[src/rtl/waveform_output_serdes_if.sv]
// Frame handshake between the waveform generator (master) and the DAC serializer (slave).
interface waveform_output_serdes_if #(
    parameter int unsigned LANE_W = 64,
    parameter int unsigned RATIO  = 3
);
    logic [RATIO*LANE_W-1:0] dac_i_data;
    logic                    dac_i_valid;
    logic                    dac_i_ready;

    modport master (output dac_i_data, output dac_i_valid, input dac_i_ready);
    modport slave  (input dac_i_data, input dac_i_valid, output dac_i_ready);
endinterface

[src/rtl/waveform_output_serdes.sv]
// Serializes RATIO-slice frames onto one LANE_W DAC word per clock, LMFC-aligned at start-up,
// with idle-pattern fill on underflow and a saturating underflow counter.
module waveform_output_serdes #(
    parameter int unsigned       LANE_W    = 64,
    parameter int unsigned       RATIO     = 3,
    parameter logic [LANE_W-1:0] IDLE_DATA = {LANE_W{1'b0}}
) (
    input  logic                     dac_clk,
    input  logic                     rst,
    waveform_output_serdes_if.slave  dac_i,
    input  logic                     DAC_READY,
    input  logic                     DAC_LMFC,
    output logic [LANE_W-1:0]        dac_o_data,
    output logic                     dac_o_valid,
    input  logic                     underflow_clr,
    output logic [15:0]              underflow_cnt
);
    localparam int unsigned PW   = (RATIO > 1) ? $clog2(RATIO) : 1;
    localparam logic [PW-1:0] LAST = PW'(RATIO - 1);

    typedef enum logic {S_IDLE, S_RUN} state_t;

    state_t                  state, state_nxt;
    logic [PW-1:0]           phase, phase_nxt, phase_inc;
    logic [RATIO*LANE_W-1:0] word_r, word_nxt;
    logic                    uf_r, uf_nxt;
    logic [LANE_W-1:0]       data_nxt;
    logic                    valid_nxt;
    logic [15:0]             cnt_nxt;
    logic                    ready_c;
    logic                    uf_evt;
    logic [LANE_W-1:0]       word_sl [RATIO];

    // Slice view of the held frame
    always_comb begin
        for (int k = 0; k < int'(RATIO); k++) begin
            word_sl[k] = word_r[k*LANE_W +: LANE_W];
        end
    end

    assign phase_inc         = phase + PW'(1);
    assign dac_i.dac_i_ready = ready_c & ~rst;

    always_ff @(posedge dac_clk) begin
        if (rst) begin
            state         <= S_IDLE;
            phase         <= '0;
            word_r        <= '0;
            uf_r          <= 1'b0;
            dac_o_data    <= IDLE_DATA;
            dac_o_valid   <= 1'b0;
            underflow_cnt <= 16'd0;
        end else begin
            state         <= state_nxt;
            phase         <= phase_nxt;
            word_r        <= word_nxt;
            uf_r          <= uf_nxt;
            dac_o_data    <= data_nxt;
            dac_o_valid   <= valid_nxt;
            underflow_cnt <= cnt_nxt;
        end
    end

    always_comb begin
        state_nxt = state;
        phase_nxt = phase;
        word_nxt  = word_r;
        uf_nxt    = uf_r;
        data_nxt  = dac_o_data;
        valid_nxt = dac_o_valid;
        ready_c   = 1'b0;
        uf_evt    = 1'b0;

        case (state)
            S_IDLE: begin
                ready_c   = DAC_READY & DAC_LMFC;
                data_nxt  = IDLE_DATA;
                valid_nxt = 1'b0;
                if (ready_c && dac_i.dac_i_valid) begin
                    word_nxt  = dac_i.dac_i_data;
                    data_nxt  = dac_i.dac_i_data[LANE_W-1:0];
                    valid_nxt = 1'b1;
                    phase_nxt = '0;
                    uf_nxt    = 1'b0;
                    state_nxt = S_RUN;
                end
            end
            S_RUN: begin
                if (!DAC_READY) begin
                    // Link loss drops the frame; realignment needs a fresh LMFC in IDLE
                    state_nxt = S_IDLE;
                    data_nxt  = IDLE_DATA;
                    valid_nxt = 1'b0;
                    phase_nxt = '0;
                    word_nxt  = '0;
                    uf_nxt    = 1'b0;
                end else if (phase == LAST) begin
                    ready_c   = 1'b1;
                    phase_nxt = '0;
                    if (dac_i.dac_i_valid) begin
                        word_nxt  = dac_i.dac_i_data;
                        data_nxt  = dac_i.dac_i_data[LANE_W-1:0];
                        valid_nxt = 1'b1;
                        uf_nxt    = 1'b0;
                    end else begin
                        // Idle for a whole frame so the LMFC phase is preserved
                        uf_nxt    = 1'b1;
                        data_nxt  = IDLE_DATA;
                        valid_nxt = 1'b0;
                        uf_evt    = 1'b1;
                    end
                end else begin
                    phase_nxt = phase_inc;
                    data_nxt  = uf_r ? IDLE_DATA : word_sl[phase_inc];
                    valid_nxt = ~uf_r;
                end
            end
            default: state_nxt = S_IDLE;
        endcase

        cnt_nxt = underflow_cnt;
        if (underflow_clr) begin
            cnt_nxt = uf_evt ? 16'd1 : 16'd0;
        end else if (uf_evt && (underflow_cnt != 16'hFFFF)) begin
            cnt_nxt = underflow_cnt + 16'd1;
        end
    end
endmodule

[src/flat_wrapper.sv]
// flat-port wrapper written by rule: the top's interface ports become plain ports
module waveform_output_serdes_flat 
#(
    parameter int unsigned       LANE_W    = 64,
    parameter int unsigned       RATIO     = 3,
    parameter logic [LANE_W-1:0] IDLE_DATA = {LANE_W{1'b0}}
)
  (dac_clk, rst, DAC_READY, DAC_LMFC, dac_o_data, dac_o_valid, underflow_clr, underflow_cnt, dac_i_dac_i_data, dac_i_dac_i_valid, dac_i_dac_i_ready);
  waveform_output_serdes_if #(.LANE_W(LANE_W), .RATIO(RATIO)) dac_i_i ();
  input  logic dac_clk;
  input  logic rst;
  input  logic DAC_READY;
  input  logic DAC_LMFC;
  output logic [LANE_W-1:0] dac_o_data;
  output logic dac_o_valid;
  input  logic underflow_clr;
  output logic [15:0] underflow_cnt;
  input wire logic [$bits(dac_i_i.dac_i_data)-1:0] dac_i_dac_i_data;
  input wire logic [$bits(dac_i_i.dac_i_valid)-1:0] dac_i_dac_i_valid;
  output wire logic [$bits(dac_i_i.dac_i_ready)-1:0] dac_i_dac_i_ready;
  assign dac_i_i.dac_i_data = dac_i_dac_i_data;
  assign dac_i_i.dac_i_valid = dac_i_dac_i_valid;
  assign dac_i_dac_i_ready = dac_i_i.dac_i_ready;
  waveform_output_serdes #(.LANE_W(LANE_W), .RATIO(RATIO), .IDLE_DATA(IDLE_DATA)) u_core (.dac_clk(dac_clk), .rst(rst), .dac_i(dac_i_i), .DAC_READY(DAC_READY), .DAC_LMFC(DAC_LMFC), .dac_o_data(dac_o_data), .dac_o_valid(dac_o_valid), .underflow_clr(underflow_clr), .underflow_cnt(underflow_cnt));
endmodule
[config.mk]
export PLATFORM = sky130hd
export DESIGN_NAME = waveform_output_serdes_flat
export DESIGN_NICKNAME = d
export VERILOG_FILES = /design/src/rtl/waveform_output_serdes_if.sv /design/src/rtl/waveform_output_serdes.sv /design/src/flat_wrapper.sv
export SDC_FILE = /design/constraint.sdc
export NUM_CORES = 1
export LEC_CHECK = 0
export ABC_AREA = 0
export CAP_MARGIN = 20
export CORE_ASPECT_RATIO = 0.8
export CORE_UTILIZATION = 54
export CTS_BUF_LIST = sky130_fd_sc_hd__clkbuf_8
export DETAILED_ROUTE_END_ITERATION = 8
export PLACE_DENSITY = 0.88
export SKIP_LAST_GASP = 1
export SYNTH_ARGS = -nofsm -noshare
export SYNTH_HDL_FRONTEND = slang
export SYNTH_SLANG_ARGS = --single-unit
[constraint.sdc]
create_clock -name dac_clk -period 4 [get_ports dac_clk]
set_input_delay 0.6 -clock dac_clk [delete_from_list [all_inputs] [get_ports dac_clk]]
set_output_delay 0.6 -clock dac_clk [all_outputs]
set_load 0.02 [all_outputs]
After elaboration in Yosys (flattened, before gate mapping). Cells that the tools add are included.

Register bits: 277. Input bits: 198. Output and inout port bits: 82. Word-level logic and storage cells: 65.

$add $sub $neg: 2. Magnitude comparators: 1. Equality and inequality tests: 5. Muxes and demuxes: 39. Bitwise operators: 6. Reductions and logical operators: 5.

Operator list (number): 192-bit 2-to-1 mux (4); 64-bit 2-to-1 mux (7); 192-bit case mux with 2 select lines (1); 64-bit binary-select mux with 2-bit select (1); 64-bit case mux with 2 select lines (1); 16-bit 2-to-1 mux (2); 16-bit by 1-bit adder with 16-bit output (second input constant) (1); 16-bit inequality test (second input constant) (1); 1-bit 2-to-1 mux (15); 1-bit case mux with 2 select lines (4); 2-bit 2-to-1 mux (3); 3-bit inequality test (second input constant) (2); 2-bit case mux with 2 select lines (1); 3-bit >= comparator (second input constant) (1); 1-bit inverter (3); 2-bit inverter with 3-bit output (1); 3-bit AND reduction (1); 2-bit by 1-bit adder with 2-bit output (second input constant) (1); 1-bit AND (2); 2-bit == test (second input constant) (1); 1-bit logical AND (2); 2-bit by 1-bit inequality test with 1-bit output (second input constant) (1); 2-bit AND reduction (1); 2-bit nonzero test (1).

Longest topological paths before layout.
Word-level depth: 9. Mapped depth: 10. Depth with buffers taken out: 6.

Worst setup path after synthesis. No wires, ideal clock.

Kind: register to register. From: reg u_core.phase[0]. To: reg u_core.dac_o_data[15]. Setup time: 0.128 ns. Arrival: 2.388 ns. Data required time: 3.872 ns. Slack: 1.484 ns. Stages on the path, launching flop included: 11. Path buffers: 5. Clock period less this slack: 2.516 ns. Path through: dfxtp_1 > clkbuf_1 > clkbuf_1 > inv_1 > ha_1 > clkbuf_1 > clkbuf_1 > buf_1 > nor3b_1 > a21oi_1 > o21ai_1.

Word-level cells in the longest chain between the ends: 9. Elaborated cells between the ends (all ways): 10. Those cells by class: 1 x add/sub; 1 x eq/ne; 7 x mux; 1 x bitwise.

Ends and longest elaborated chain: start: declaration (line waveform_output_serdes.sv:24) `logic [PW-1:0] phase, phase_nxt, phase_inc;`; start signal: assignment (line waveform_output_serdes.sv:55) `phase <= phase_nxt;`; 2-bit by 1-bit adder with 2-bit output (line waveform_output_serdes.sv:41) `assign phase_inc = phase + PW'(1);`; 2-bit inverter with 3-bit output (implied by the code) (line waveform_output_serdes.sv:114) `data_nxt = uf_r ? IDLE_DATA : word_sl[phase_inc];`; 64-bit binary-select mux with 2-bit select (line waveform_output_serdes.sv:114); 64-bit 2-to-1 mux (implied by the code) (2 in series) (line waveform_output_serdes.sv:114); 64-bit 2-to-1 mux (line waveform_output_serdes.sv:114); 64-bit 2-to-1 mux * (line waveform_output_serdes.sv:97) `end else if (phase == LAST) begin`; 64-bit 2-to-1 mux * (line waveform_output_serdes.sv:89) `if (!DAC_READY) begin`; 64-bit case mux with 2 select lines * (line waveform_output_serdes.sv:74) `case (state)`; end signal: assignment (line waveform_output_serdes.sv:58) `dac_o_data <= data_nxt;`; end: declaration (line waveform_output_serdes.sv:13) `output logic [LANE_W-1:0] dac_o_data,`.

Mark *: on every way between the ends. The rest lies on a longest branch, timed or not. The select of a mux whose other input is x is not followed. A chain may end at the register's enable or synchronous reset.

Worst setup path after layout.
From: in rst. To: out dac_i_dac_i_ready.

Word-level cells in the longest chain between the ends: 2.

Ends and longest elaborated chain: start: declaration (line flat_wrapper.sv:11) `input logic rst;`; 1-bit inverter (line waveform_output_serdes.sv:42) `assign dac_i.dac_i_ready = ready_c & ~rst;`; 1-bit AND (line waveform_output_serdes.sv:42); end: declaration (line flat_wrapper.sv:20) `output wire logic [$bits(dac_i_i.dac_i_ready)-1:0] dac_i_dac_i_ready;`.

No other way between the ends.

==> Implementation_results.wiki <==
{| class="wikitable"
! Metric !! Value
|-
| TritonCTS buffer count || 43
|-
| Remaining routing DRC violations || 0
|-
| Flip-flop and latch count after synthesis || ~280
|-
| Via count normalized by instance count || between 5 and 6
|-
| Number of DRC violations after detailed-routing iteration 0 || approximately 590
|-
| Clock period minus worst slack || 2910 ps
|-
| GR Overflow Total || 0
|-
| Kind of capture point of the worst setup path || output port
|-
| Power Dens Cells || between 300 and 400 mW/mm^2
|-
| Global routing usage summed across all routing layers || 27.6%
|-
| Width of the chip || about 160 um
|-
| Worst vdd ir || 0.305 mV
|-
| Critical path peak fanout || 11
|-
| Post-Syn Area || roughly 0.010 mm^2
|-
| Fraction of layout instances using a drive strength above 1 || roughly 12%
|-
| Path type of the worst setup path || in2out
|-
| Maximum number of pins on one net before global-route repair || 119
|-
| DRT antenna net count || 0
|-
| Post-Route Skew || 11.9 ps
|-
| Prevailing post-synth register cell || sky130_fd_sc_hd__dfxtp_1
|-
| Nets in the synthesized netlist || about 1,200
|-
| Average wire length per cell after detail routing || 18.4 um
|-
| Placed cell count || between 1,000 and 1,500
|-
| Floorplan die height || 127 um
|-
| Clock insertion delay at the later pin of the skew report || between 500 and 600 ps
|-
| Final non-filler cell total || between 1,500 and 2,000
|-
| Arrival time worst endpoint || about 2300 ps
|-
| Share of the core filled with cells in the final layout || around three quarters
|-
| Top achievable clock speed || 0.344 GHz
|-
| Final critical-path share of the clock period || 72.6%
|-
| Placeable core region || 0.0190 mm^2
|-
| Total number of vias || 8,765
|-
| Result of the run || completed
|-
| Starting Density || 55.2%
|-
| Max-slew violations || 0
|-
| Die area || 0.0200 mm^2
|-
| WL final || approximately 28 mm
|-
| Standard cell with the maximum stage delay on the critical path || sky130_fd_sc_hd__clkdlybuf4s50_1
|-
| Kind of cell adding the most delay to the critical path || buffers and inverters
|-
| Syn Area/Cell || between 10 and 15 um^2
|-
| Worst slack at placement || about 1100 ps
|-
| CP cell instances || clkdlybuf4s50_1 -> nand2b_1 -> nor2_1 -> clkdlybuf4s50_1
|-
| Most common cell on crit path || sky130_fd_sc_hd__clkdlybuf4s50_1
|-
| Sequential area share after synthesis || 53.0%
|-
| # clock sinks || 277
|-
| Total negative slack || 0 ps
|-
| Count of final hold-check violations || 0
|-
| Number of synthesized flops with an enable pin || 0
|-
| Worst-Margin Slew || slightly below 900 ps
|-
| Number of nets in the final layout || 1,440
|-
| Worst path setup slack after routing || between 1000 and 1500 ps
|-
| H-tree Lvls || 2
|-
| Input/output buffers || about 280
|-
| CTS tree || built
|-
| Final-layout fill cell count || roughly 1,300
|-
| Cts repair resizes || 0
|-
| Detailed-router iteration count before antenna repair || 5
|-
| Initial antenna violation count || 1
|-
| First-pass GRT wire length || approximately 44 mm
|-
| Unrepaired setup endpoints after global routing || no
|-
| Max Buffers Root-to-Sink || 3
|-
| Min Hold Slack || between 400 and 500 ps
|-
| Required time of the critical path || 3400 ps
|-
| CP Launch Type || input port
|-
| Synthesis-to-layout area growth || 36.4%
|-
| Crit path buffers/inverters || 2
|-
| Async set-or-reset flop fraction in the synthesized netlist || 0%
|-
| Max-capacitance violation count || 0
|-
| Leak pwr || 5.36 nW
|-
| Detailed Place HPWL || 17.7 mm
|-
| Maximum single-stage delay on the critical path || between 600 and 700 ps
|-
| Placement Rows || 45
|-
| Setup Buffers After CTS || 0
|-
| Register clock-pin slew on the reported worst setup and hold paths || around 60 ps
|-
| Worst min-delay path class || reg2reg
|-
| Hold Buf Count CTS || 0
|-
| Relative slew slack || between 40% and 50%
|-
| GP Congestion || approximately 0.84
|-
| Boundary pin count || 280
|-
| Vias in the first global route || between 8,000 and 9,000
|-
| Final setup violation count || 0
|-
| Unique cell type count in the Yosys netlist || 48
|-
| Root Buffer || sky130_fd_sc_hd__clkbuf_8
|-
| Synthesized instance count || 987
|-
| Number of warnings reported in the yosys synthesis log || 0
|}
-- flip-flops by register name, indices dropped and copies added, names as in the netlist --
signal and cells:
u_core.phase 2, u_core.state 1, u_core.dac_o_valid 1, u_core.underflow_cnt 16
u_core.dac_o_data 64, u_core.uf_r 1, u_core.word_r 192
-- layout make-up --
type                       count  area, um^2  share of cell area, %
sequential                   277        5550                   38.8
antenna                        1        2.50                 0.0175
tap                          258         323                   2.26
multi-input combinational    618        4540                   31.8
timing repair buffer         294        3010                   21.0
clock buffer                  56         771                   5.39
clock inverter                19        80.1                  0.560
inverter                       4        15.0                  0.105
-- layer usage --
layer / wire length, um / global-route usage, % / vias up / part of all wire, %
met5: 0 / 0 / - / 0
met4: 748 / 10.4 / 0 / 2.7
met3: 2370 / 8.88 / 59 / 8.5
met2: 12900 / 44.4 / 321 / 46
met1: 12000 / 34.5 / 4189 / 43
li1: - / - / 4196 / -
-- cell usage in the layout, fill, tap and decap left out, types with 3 or more instances in the layout --
cell type                         instances
sky130_fd_sc_hd__nor3_1                   3
sky130_fd_sc_hd__inv_1                   16
sky130_fd_sc_hd__o31ai_1                  5
sky130_fd_sc_hd__clkdlybuf4s50_1        279
sky130_fd_sc_hd__buf_12                   8
sky130_fd_sc_hd__nand4b_1                 3
sky130_fd_sc_hd__or4_1                    4
sky130_fd_sc_hd__nor2_1                  11
sky130_fd_sc_hd__clkinv_2                 7
sky130_fd_sc_hd__clkbuf_8                56
sky130_fd_sc_hd__mux2_2                  64
sky130_fd_sc_hd__o21ai_1                 65
sky130_fd_sc_hd__ha_1                     3
sky130_fd_sc_hd__dfxtp_1                276
sky130_fd_sc_hd__nand2_1                 77
sky130_fd_sc_hd__nor3b_1                 65
sky130_fd_sc_hd__a22o_1                 192
sky130_fd_sc_hd__o21ai_0                  5
sky130_fd_sc_hd__or3_1                    6
sky130_fd_sc_hd__nand4_1                  4
sky130_fd_sc_hd__buf_4                    7
sky130_fd_sc_hd__a21oi_1                 71
sky130_fd_sc_hd__mux2i_1                  3
-- kinds of logic (layout without fill, tap and decap cells) --
| group | Yosys count | in the layout | share of synthesized area [%] |
|---|---|---|---|
| AO/OA/AOI/OAI | 355 | 355 | 24.6 |
| flip-flops | 277 | 277 | 53.0 |
| AND/OR/NAND/NOR | 192 | 192 | 10.8 |
| buffers and inverters | 92 | 373 | 3.98 |
| multiplexers | 67 | 67 | 7.17 |
| adder cells (fa/ha/maj) | 4 | 4 | 0.478 |
| other | 0 | 1 | 0 |
-- report_power, final --
group / switching [W] / total [W] / leakage (nW) / internal [W]
combinational: 0.000204 / 0.000509 / 2.62 / 0.000305
clock: 0.00107 / 0.00232 / 0.494 / 0.00125
sequential: 0.0000403 / 0.00288 / 2.25 / 0.00284
total: 0.00132 / 0.00571 / 5.36 / 0.00439
-- per-stage QoR --
stage                     instance area (um^2)  total power [W]
after CTS                                14300          0.00575
after floorplan                          10500          0.00315
after global routing                     14300          0.00592
final                                    14300          0.00571
after detailed placement                 13400          0.00344
after global placement                   13400          0.00342
-- worst reg2reg max path: cells and delay by family, from the launching register on --
family / cells / cell delay [ps]
AOI/OAI and AO/OA: 2 / 270
buffers and inverters: 2 / 500
DFF: 1 / 360
adders and majority gates: 1 / 640
muxes: 1 / 380
-- Yosys cell counts (all sizes together), types with 2 or more instances --
cell | number | area (um^2)
o21ai | 70 | 350
mux2i | 3 | 30.0
clkbuf | 31 | 116
o41ai | 2 | 17.5
or4 | 4 | 30.0
nor3 | 3 | 15.0
nand4b | 3 | 26.3
dfxtp | 277 | 5550
a31oi | 2 | 12.5
a22o | 192 | 1680
nand3 | 3 | 20.0
mux2 | 64 | 721
a211oi | 2 | 15.0
a21oi | 71 | 355
inv | 4 | 15.0
nand2 | 78 | 293
buf | 57 | 285
a32oi | 2 | 17.5
nand3b | 2 | 15.0
nand4 | 7 | 80.1
o211ai | 2 | 15.0
nor3b | 66 | 500
ha | 4 | 50.1
or3 | 6 | 37.5
nor4 | 2 | 18.8
nand2b | 2 | 12.5
nor2 | 11 | 41.3
o31ai | 5 | 37.5
-- path summary, 6_finish.rpt --
kind | slack (ps) | from | cells past startpoint | to
worst min register to register | 470 | u_core.word_r[87] | 1 | u_core.word_r[87]
worst max-delay path | 1090 | rst | 4 | dac_i_dac_i_ready
worst min-delay path | 470 | u_core.word_r[87] | 1 | u_core.word_r[87]
worst max register to register | 1700 | u_core.phase[1] | 6 | u_core.dac_o_data[43]
No activity file was read; power rests on OpenSTA's default activity.
==> RTL change 1, RTL diff (same flow settings) <==
`word_r` no longer has a reset.
--- a/src/rtl/waveform_output_serdes.sv
+++ b/src/rtl/waveform_output_serdes.sv
@@ -46,5 +46,4 @@
             state         <= S_IDLE;
             phase         <= '0;
-            word_r        <= '0;
             uf_r          <= 1'b0;
             dac_o_data    <= IDLE_DATA;
@@ -54,5 +53,4 @@
             state         <= state_nxt;
             phase         <= phase_nxt;
-            word_r        <= word_nxt;
             uf_r          <= uf_nxt;
             dac_o_data    <= data_nxt;
@@ -60,4 +58,8 @@
             underflow_cnt <= cnt_nxt;
         end
+    end
+
+    always_ff @(posedge dac_clk) begin
+        word_r <= word_nxt;
     end
 
Check against the original RTL: not settled (the Yosys comparison gave no result); the edit may change what the design does.
==> RTL change 1 against the original RTL <==
- count of clock-buffer cells in the layout is 10 lower
- fmax is 15% lower
- register-to-register slack worse by 0.77 ns
- total power is 2.5% higher
- cell count is 2.9% lower
- synthesized area is 8.9% higher
- sequential cell count stayed put
- hold slack better by 0.039 ns
- sequential share of layout area is 10 points higher
- setup slack worse by 0.51 ns
- routed wire length is 1.8% lower
- final area is 6.7% higher
- critical path type is now reg -> out
- highest routed layer is now met5
==> RTL change 1: results (changes against the original RTL) <==
| Metric | Value |
|---|---|
| Status | `finished, final reports clean (unchanged)` |
| Layout Nets | `1380 (was 1440)` |
| Met2 wire length | `13.43 mm (was 12.94 mm)` |
| Crit path DAT | `2.81 ns (was 2.31 ns)` |
| Met2 GRT Util | `42.01% (was 44.44%)` |
| Top cells by area, synth | `edfxtp_1 51%, dfxtp_1 15%, and2_1 11% (was dfxtp_1 53%, a22o_1 16%, mux2_2 6.9%)` |
| First-pass GRT wire length | `42.24 mm (was 44.13 mm)` |
| Worst-path maximum fanout | `28 (was 11)` |
| DRT Pass-1 Iters | `5 (unchanged)` |
| Mux contribution to synthesized area | `5.716% (was 7.169%)` |
| Max IR drop VDD | `277.3 uV (was 304.6 uV)` |
| Iter 0 DRT Violations | `805 (was 593)` |
| Layout cells sized above 1 | `6.023% (was 12.30%)` |
| Post-synth EDFFs | `192 (was 0)` |
| Final GP Congestion | `0.7933 (was 0.8406)` |
| Leak | `5.175 nW (was 5.365 nW)` |
| M3 GR Usage | `6.354% (was 8.883%)` |
| Switch share | `22.25% (was 23.06%)` |
| Gr usage total | `25.12% (was 27.64%)` |
| Top Layer Used | `met5 (was met4)` |
| Largest net degree at the start of global routing | `77 (was 119)` |
| Synth cell types | `42 (was 48)` |
| CP peak stage delay | `0.65 ns (was 0.63 ns)` |
| Vias in the first global route | `8188 (was 8676)` |
| Top cells by count, synth | `193 x and2_1, 192 x edfxtp_1, 85 x dfxtp_1, 79 x a21oi_1, 71 x nor2_1 (was 277 x dfxtp_1, 192 x a22o_1, 78 x nand2_1, 71 x a21oi_1)` |
| Least-Margin Pin Slew | `0.8847 ns (was 0.8760 ns)` |
| Port Buffers | `279 (unchanged)` |
| Fillers | `1403 (was 1279)` |
| CTS Buf Count | `43 (unchanged)` |
| Initial antenna violation count | `2 (was 1)` |
| XOR/XNOR Fraction of Synth Area | `0% (unchanged)` |
| Syn nets | `1103 (was 1189)` |
| M1 WL | `11.12 mm (was 12.00 mm)` |
| Clock Skews | `0.01270 ns (was 0.01186 ns)` |
| Pre-CTS WS | `0.8907 ns (was 1.116 ns)` |
| Largest regs | `u_core.word_r: 192 flops, u_core.dac_o_data: 64 flops, u_core.underflow_cnt: 16 flops (unchanged)` |
| Clk buf depth | `3 (unchanged)` |
| Routed wire per std cell | `18.59 um (was 18.38 um)` |
| Adder-cell area share of the yosys netlist | `0.4389% (was 0.4780%)` |
| Dpl hpwl | `17.42 mm (was 17.66 mm)` |
| CP max-delay cell | `clkdlybuf4s50_1 (unchanged)` |
| Routed wl met3 | `2.465 mm (was 2.374 mm)` |
| Synth Area in Compound Gates | `10.03% (was 24.61%)` |
| Total setup buffers inserted after CTS | `0 (unchanged)` |
| Synth warn | `0 (unchanged)` |
| Sequential area share after synthesis | `65.48% (was 52.96%)` |
| Via density | `5.500 (was 5.740)` |
| Cts repair resizes | `0 (unchanged)` |
| Met1 GRT Util | `32.45% (was 34.49%)` |
==> RTL change 1: cell types whose count changed after synthesis, sizes merged, moves of 65 or more <==
cell,before,now
and2,1,193
dfxtp,277,85
edfxtp,0,192
a22o,192,1
nand2,78,12
o21ai,70,4
nor3b,66,1
==> RTL change 1: per-stage QoR <==
stage	cells	power [mW]	instance area, um2
global placement	1402	3.777	14470
finish	1482	5.848	15240
detailed placement	1402	3.794	14470
CTS	1481	5.903	15240
floorplan	901	3.488	11410
global route	1481	6.067	15240
==> RTL change 1: power by group through the flow <==
stage | clock (mW) | combinational (mW) | sequential, mW
5_1_grt | 2.29 | 0.561 | 3.22
2_1_floorplan | 0 | 0.202 | 3.29
4_1_cts | 2.16 | 0.525 | 3.21
3_5_place_dp | 0 | 0.521 | 3.27
3_3_place_gp | 0 | 0.508 | 3.27
6_report | 2.11 | 0.523 | 3.21
==> RTL change 1: tightest hold or removal path, delay by kind of cell (launching register included) <==
| family | cells | cell delay [ns] |
|---|---|---|
| compound gates | 2 | 0.13 |
| flops | 1 | 0.33 |
==> RTL change 1: cell type report <==
class | count | share of cell area, %
Tap cell | 269 | 2.209
Inverter | 5 | 0.1232
Sequential cell | 277 | 49.00
Timing Repair Buffer | 292 | 19.21
Multi-Input combinational cell | 559 | 24.39
Antenna cell | 1 | 0.01642
Clock inverter | 33 | 0.8868
Clock buffer | 46 | 4.155
==> RTL change 1: path summary, 6_finish.rpt <==
kind	from	endpoint	slack [ns]	depth (start not counted)
min reg2reg	u_core.underflow_cnt[15]	u_core.underflow_cnt[15]	0.51	2
max	u_core.phase[0]	dac_i_dac_i_ready	0.59	5
min	u_core.underflow_cnt[15]	u_core.underflow_cnt[15]	0.51	2
max reg2reg	u_core.phase[0]	u_core.dac_o_data[32]	0.93	7
==> RTL change 2, RTL diff (same settings) <==
Without the edit above. `LANE_W` is set to 64 in 3 places; all go to 32.
--- a/src/rtl/waveform_output_serdes_if.sv
+++ b/src/rtl/waveform_output_serdes_if.sv
@@ -1,5 +1,5 @@
 // Frame handshake between the waveform generator (master) and the DAC serializer (slave).
 interface waveform_output_serdes_if #(
-    parameter int unsigned LANE_W = 64,
+    parameter int unsigned LANE_W = 32,
     parameter int unsigned RATIO  = 3
 );
--- a/src/rtl/waveform_output_serdes.sv
+++ b/src/rtl/waveform_output_serdes.sv
@@ -2,5 +2,5 @@
 // with idle-pattern fill on underflow and a saturating underflow counter.
 module waveform_output_serdes #(
-    parameter int unsigned       LANE_W    = 64,
+    parameter int unsigned       LANE_W    = 32,
     parameter int unsigned       RATIO     = 3,
     parameter logic [LANE_W-1:0] IDLE_DATA = {LANE_W{1'b0}}
--- a/src/flat_wrapper.sv
+++ b/src/flat_wrapper.sv
@@ -2,5 +2,5 @@
 module waveform_output_serdes_flat 
 #(
-    parameter int unsigned       LANE_W    = 64,
+    parameter int unsigned       LANE_W    = 32,
     parameter int unsigned       RATIO     = 3,
     parameter logic [LANE_W-1:0] IDLE_DATA = {LANE_W{1'b0}}
Interface: changed (resized dac_i_dac_i_data and dac_o_data); port bits go from 280 to 152. The function was not compared with the original's and may differ.
==> RTL change 2 against the original RTL <==
- setup slack improved by 0.12 ns
- total power decreased by 46%
- synthesized area decreased by 43%
- sequential cell count decreased by 128
- final area decreased by 44%
- routed wire length decreased by 46%
- synthesized cell count decreased by 42%
- critical path depth unchanged
- critical path type unchanged
- largest cell class unchanged
- largest power group unchanged
==> RTL change 2: results (changes against the original RTL) <==
| Metric | Value |
|---|---|
| First-pass GRT wire length | `23.81 mm (was 44.13 mm)` |
| Placed cells | `826 (was 1451)` |
| Routed wire per std cell | `17.59 um (was 18.38 um)` |
| Largest regs | `u_core.word_r: 96 flops, u_core.dac_o_data: 32 flops, u_core.underflow_cnt: 16 flops (was u_core.word_r: 192 flops, u_core.dac_o_data: 64 flops, u_core.underflow_cnt: 16 flops)` |
| Top cells by count, synth | `149 x dfxtp_1, 96 x a22o_1, 46 x nand2_1, 41 x a21oi_1, 34 x o21ai_0 (was 277 x dfxtp_1, 192 x a22o_1, 78 x nand2_1, 71 x a21oi_1)` |
| N_diodes | `0 (was 1)` |
| Layout Nets | `811 (was 1440)` |
| Dpl hpwl | `9.626 mm (was 17.66 mm)` |
| Reg-to-reg startpoint | `u_core.phase[1] (unchanged)` |
| Clock Skews | `0.01316 ns (was 0.01186 ns)` |
| Reg-to-reg slack, setup | `1.60 ns (was 1.70 ns)` |
| Leak | `2.998 nW (was 5.365 nW)` |
| CTS Buf Count | `17 (was 43)` |
| Gr usage total | `26.90% (was 27.64%)` |
| Reg-to-Reg End | `u_core.dac_o_data[6] (was u_core.dac_o_data[43])` |
| Start point of the critical path | `rst (unchanged)` |
| Post-Synthesis Cells | `572 (was 987)` |
| Cts repair resizes | `0 (unchanged)` |
| H-tree Lvls | `4 (was 2)` |
| Iter 0 DRT Violations | `527 (was 593)` |
| Top cells by area, synth | `dfxtp_1 50%, a22o_1 14%, mux2_2 6.1% (was dfxtp_1 53%, a22o_1 16%, mux2_2 6.9%)` |
| Total setup buffers inserted after CTS | `0 (unchanged)` |
| Initial antenna violation count | `0 (was 1)` |
| Crit path DAT | `2.18 ns (was 2.31 ns)` |
| Syn nets | `678 (was 1189)` |
| Port Buffers | `151 (was 279)` |
| Worst hold endpoint | `u_core.word_r[61] (was u_core.word_r[87])` |
| Largest net degree at the start of global routing | `98 (was 119)` |
| Final GP Congestion | `0.8644 (was 0.8406)` |
| Logic depth of the worst register-to-register path | `6 (unchanged)` |
| DRT Pass-1 Iters | `5 (unchanged)` |
| Status | `finished, final reports clean (unchanged)` |
| Sequential area share after synthesis | `50.41% (was 52.96%)` |
| Clock-pin slew of the registers on the worst-case setup and hold paths | `0.07 ns` |
| Max IR drop VDD | `246.2 uV (was 304.6 uV)` |
| Hold Crit Class | `reg -> reg (unchanged)` |
| Clk buf depth | `2 (was 3)` |
| Fin cells | `856 (was 1527)` |
| Synth cell types | `51 (was 48)` |
| Clock Root Buffer | `clkbuf_8 (unchanged)` |
| Worst skew pair latency | `0.44 ns (was 0.53 ns)` |
| Vias in the first global route | `4853 (was 8676)` |
| Layout cells sized above 1 | `12.01% (was 12.30%)` |
| Hold depth | `1 (unchanged)` |
| Worst-path maximum fanout | `9 (was 11)` |
| Least-Margin Pin Slew | `0.8683 ns (was 0.8760 ns)` |
| Via density | `5.961 (was 5.740)` |
| Hold wc startpoint | `u_core.word_r[61] (was u_core.word_r[87])` |
| Worst hold margin | `0.4772 ns (was 0.4689 ns)` |
RTL change 2: changes by cell type after synthesis, sizes merged, moves of 13 or more:
cell / before / now
dfxtp: 277 / 149
a22o: 192 / 96
o21ai: 70 / 35
nor3b: 66 / 33
mux2: 64 / 32
nand2: 78 / 47
a21oi: 71 / 41
buf: 57 / 28
clkbuf: 31 / 18
RTL change 2: final cells by class:
cell class                 count  area (um2)
timing repair buffer         160        1662
sequential                   149        2984
clock buffer                  20       275.3
inverter                       8       30.03
tap                          140       175.2
fill                         713        2484
clock inverter                10       155.1
multi-input combinational    369        2681
RTL change 2: how the worst max path moves through the flow:
stage / to / slack [ns] / depth (start not counted)
global placement: dac_i_dac_i_ready / 1.23 / 4
CTS: dac_i_dac_i_ready / 1.21 / 4
finish: dac_i_dac_i_ready / 1.22 / 4
detailed placement: dac_i_dac_i_ready / 1.22 / 4
floorplan: u_core.dac_o_data[26] / 1.57 / 9
global route: dac_i_dac_i_ready / 1.12 / 4
RTL change 2: routing by layer:
metal / up-vias / part of all wire (%) / GRT usage (%)
met1: 2453 / 43 / 32.92
li1: 2408 / - / -
met3: 29 / 6.4 / 6.758
met5: - / 0 / 0
met2: 213 / 49 / 44.67
met4: 0 / 2.0 / 13.08
RTL change 2: cell families (layout without fill, tap and decap cells):
family / Yosys count / count (layout) / synth area share, %
fa+ha+maj: 4 / 4 / 0.8459
buf+inv: 54 / 198 / 4.420
simple gates: 138 / 138 / 14.04
mux: 36 / 36 / 6.767
flops: 149 / 149 / 50.41
compound gates: 191 / 191 / 23.51
RTL change 2: metrics by stage:
stage	instance area, um2	worst slack (ns)
after global routing	7963	1.118
after floorplan	5917	1.570
after detailed placement	7532	1.217
after global placement	7505	1.230
final	7963	1.217
after CTS	7963	1.210
RTL change 2: critical path, stage by stage:
cell,delay [ns]
clkdlybuf4s50_1,0.56
nand2b_1,0.28
nor2_1,0.13
clkdlybuf4s50_1,0.61
RTL change 2: report_power, final:
part           switching, mW  internal, mW  total, mW
combinational          0.110         0.155      0.265
sequential            0.0204          1.52       1.54
clock                  0.534         0.720       1.25
total                  0.664          2.40       3.06
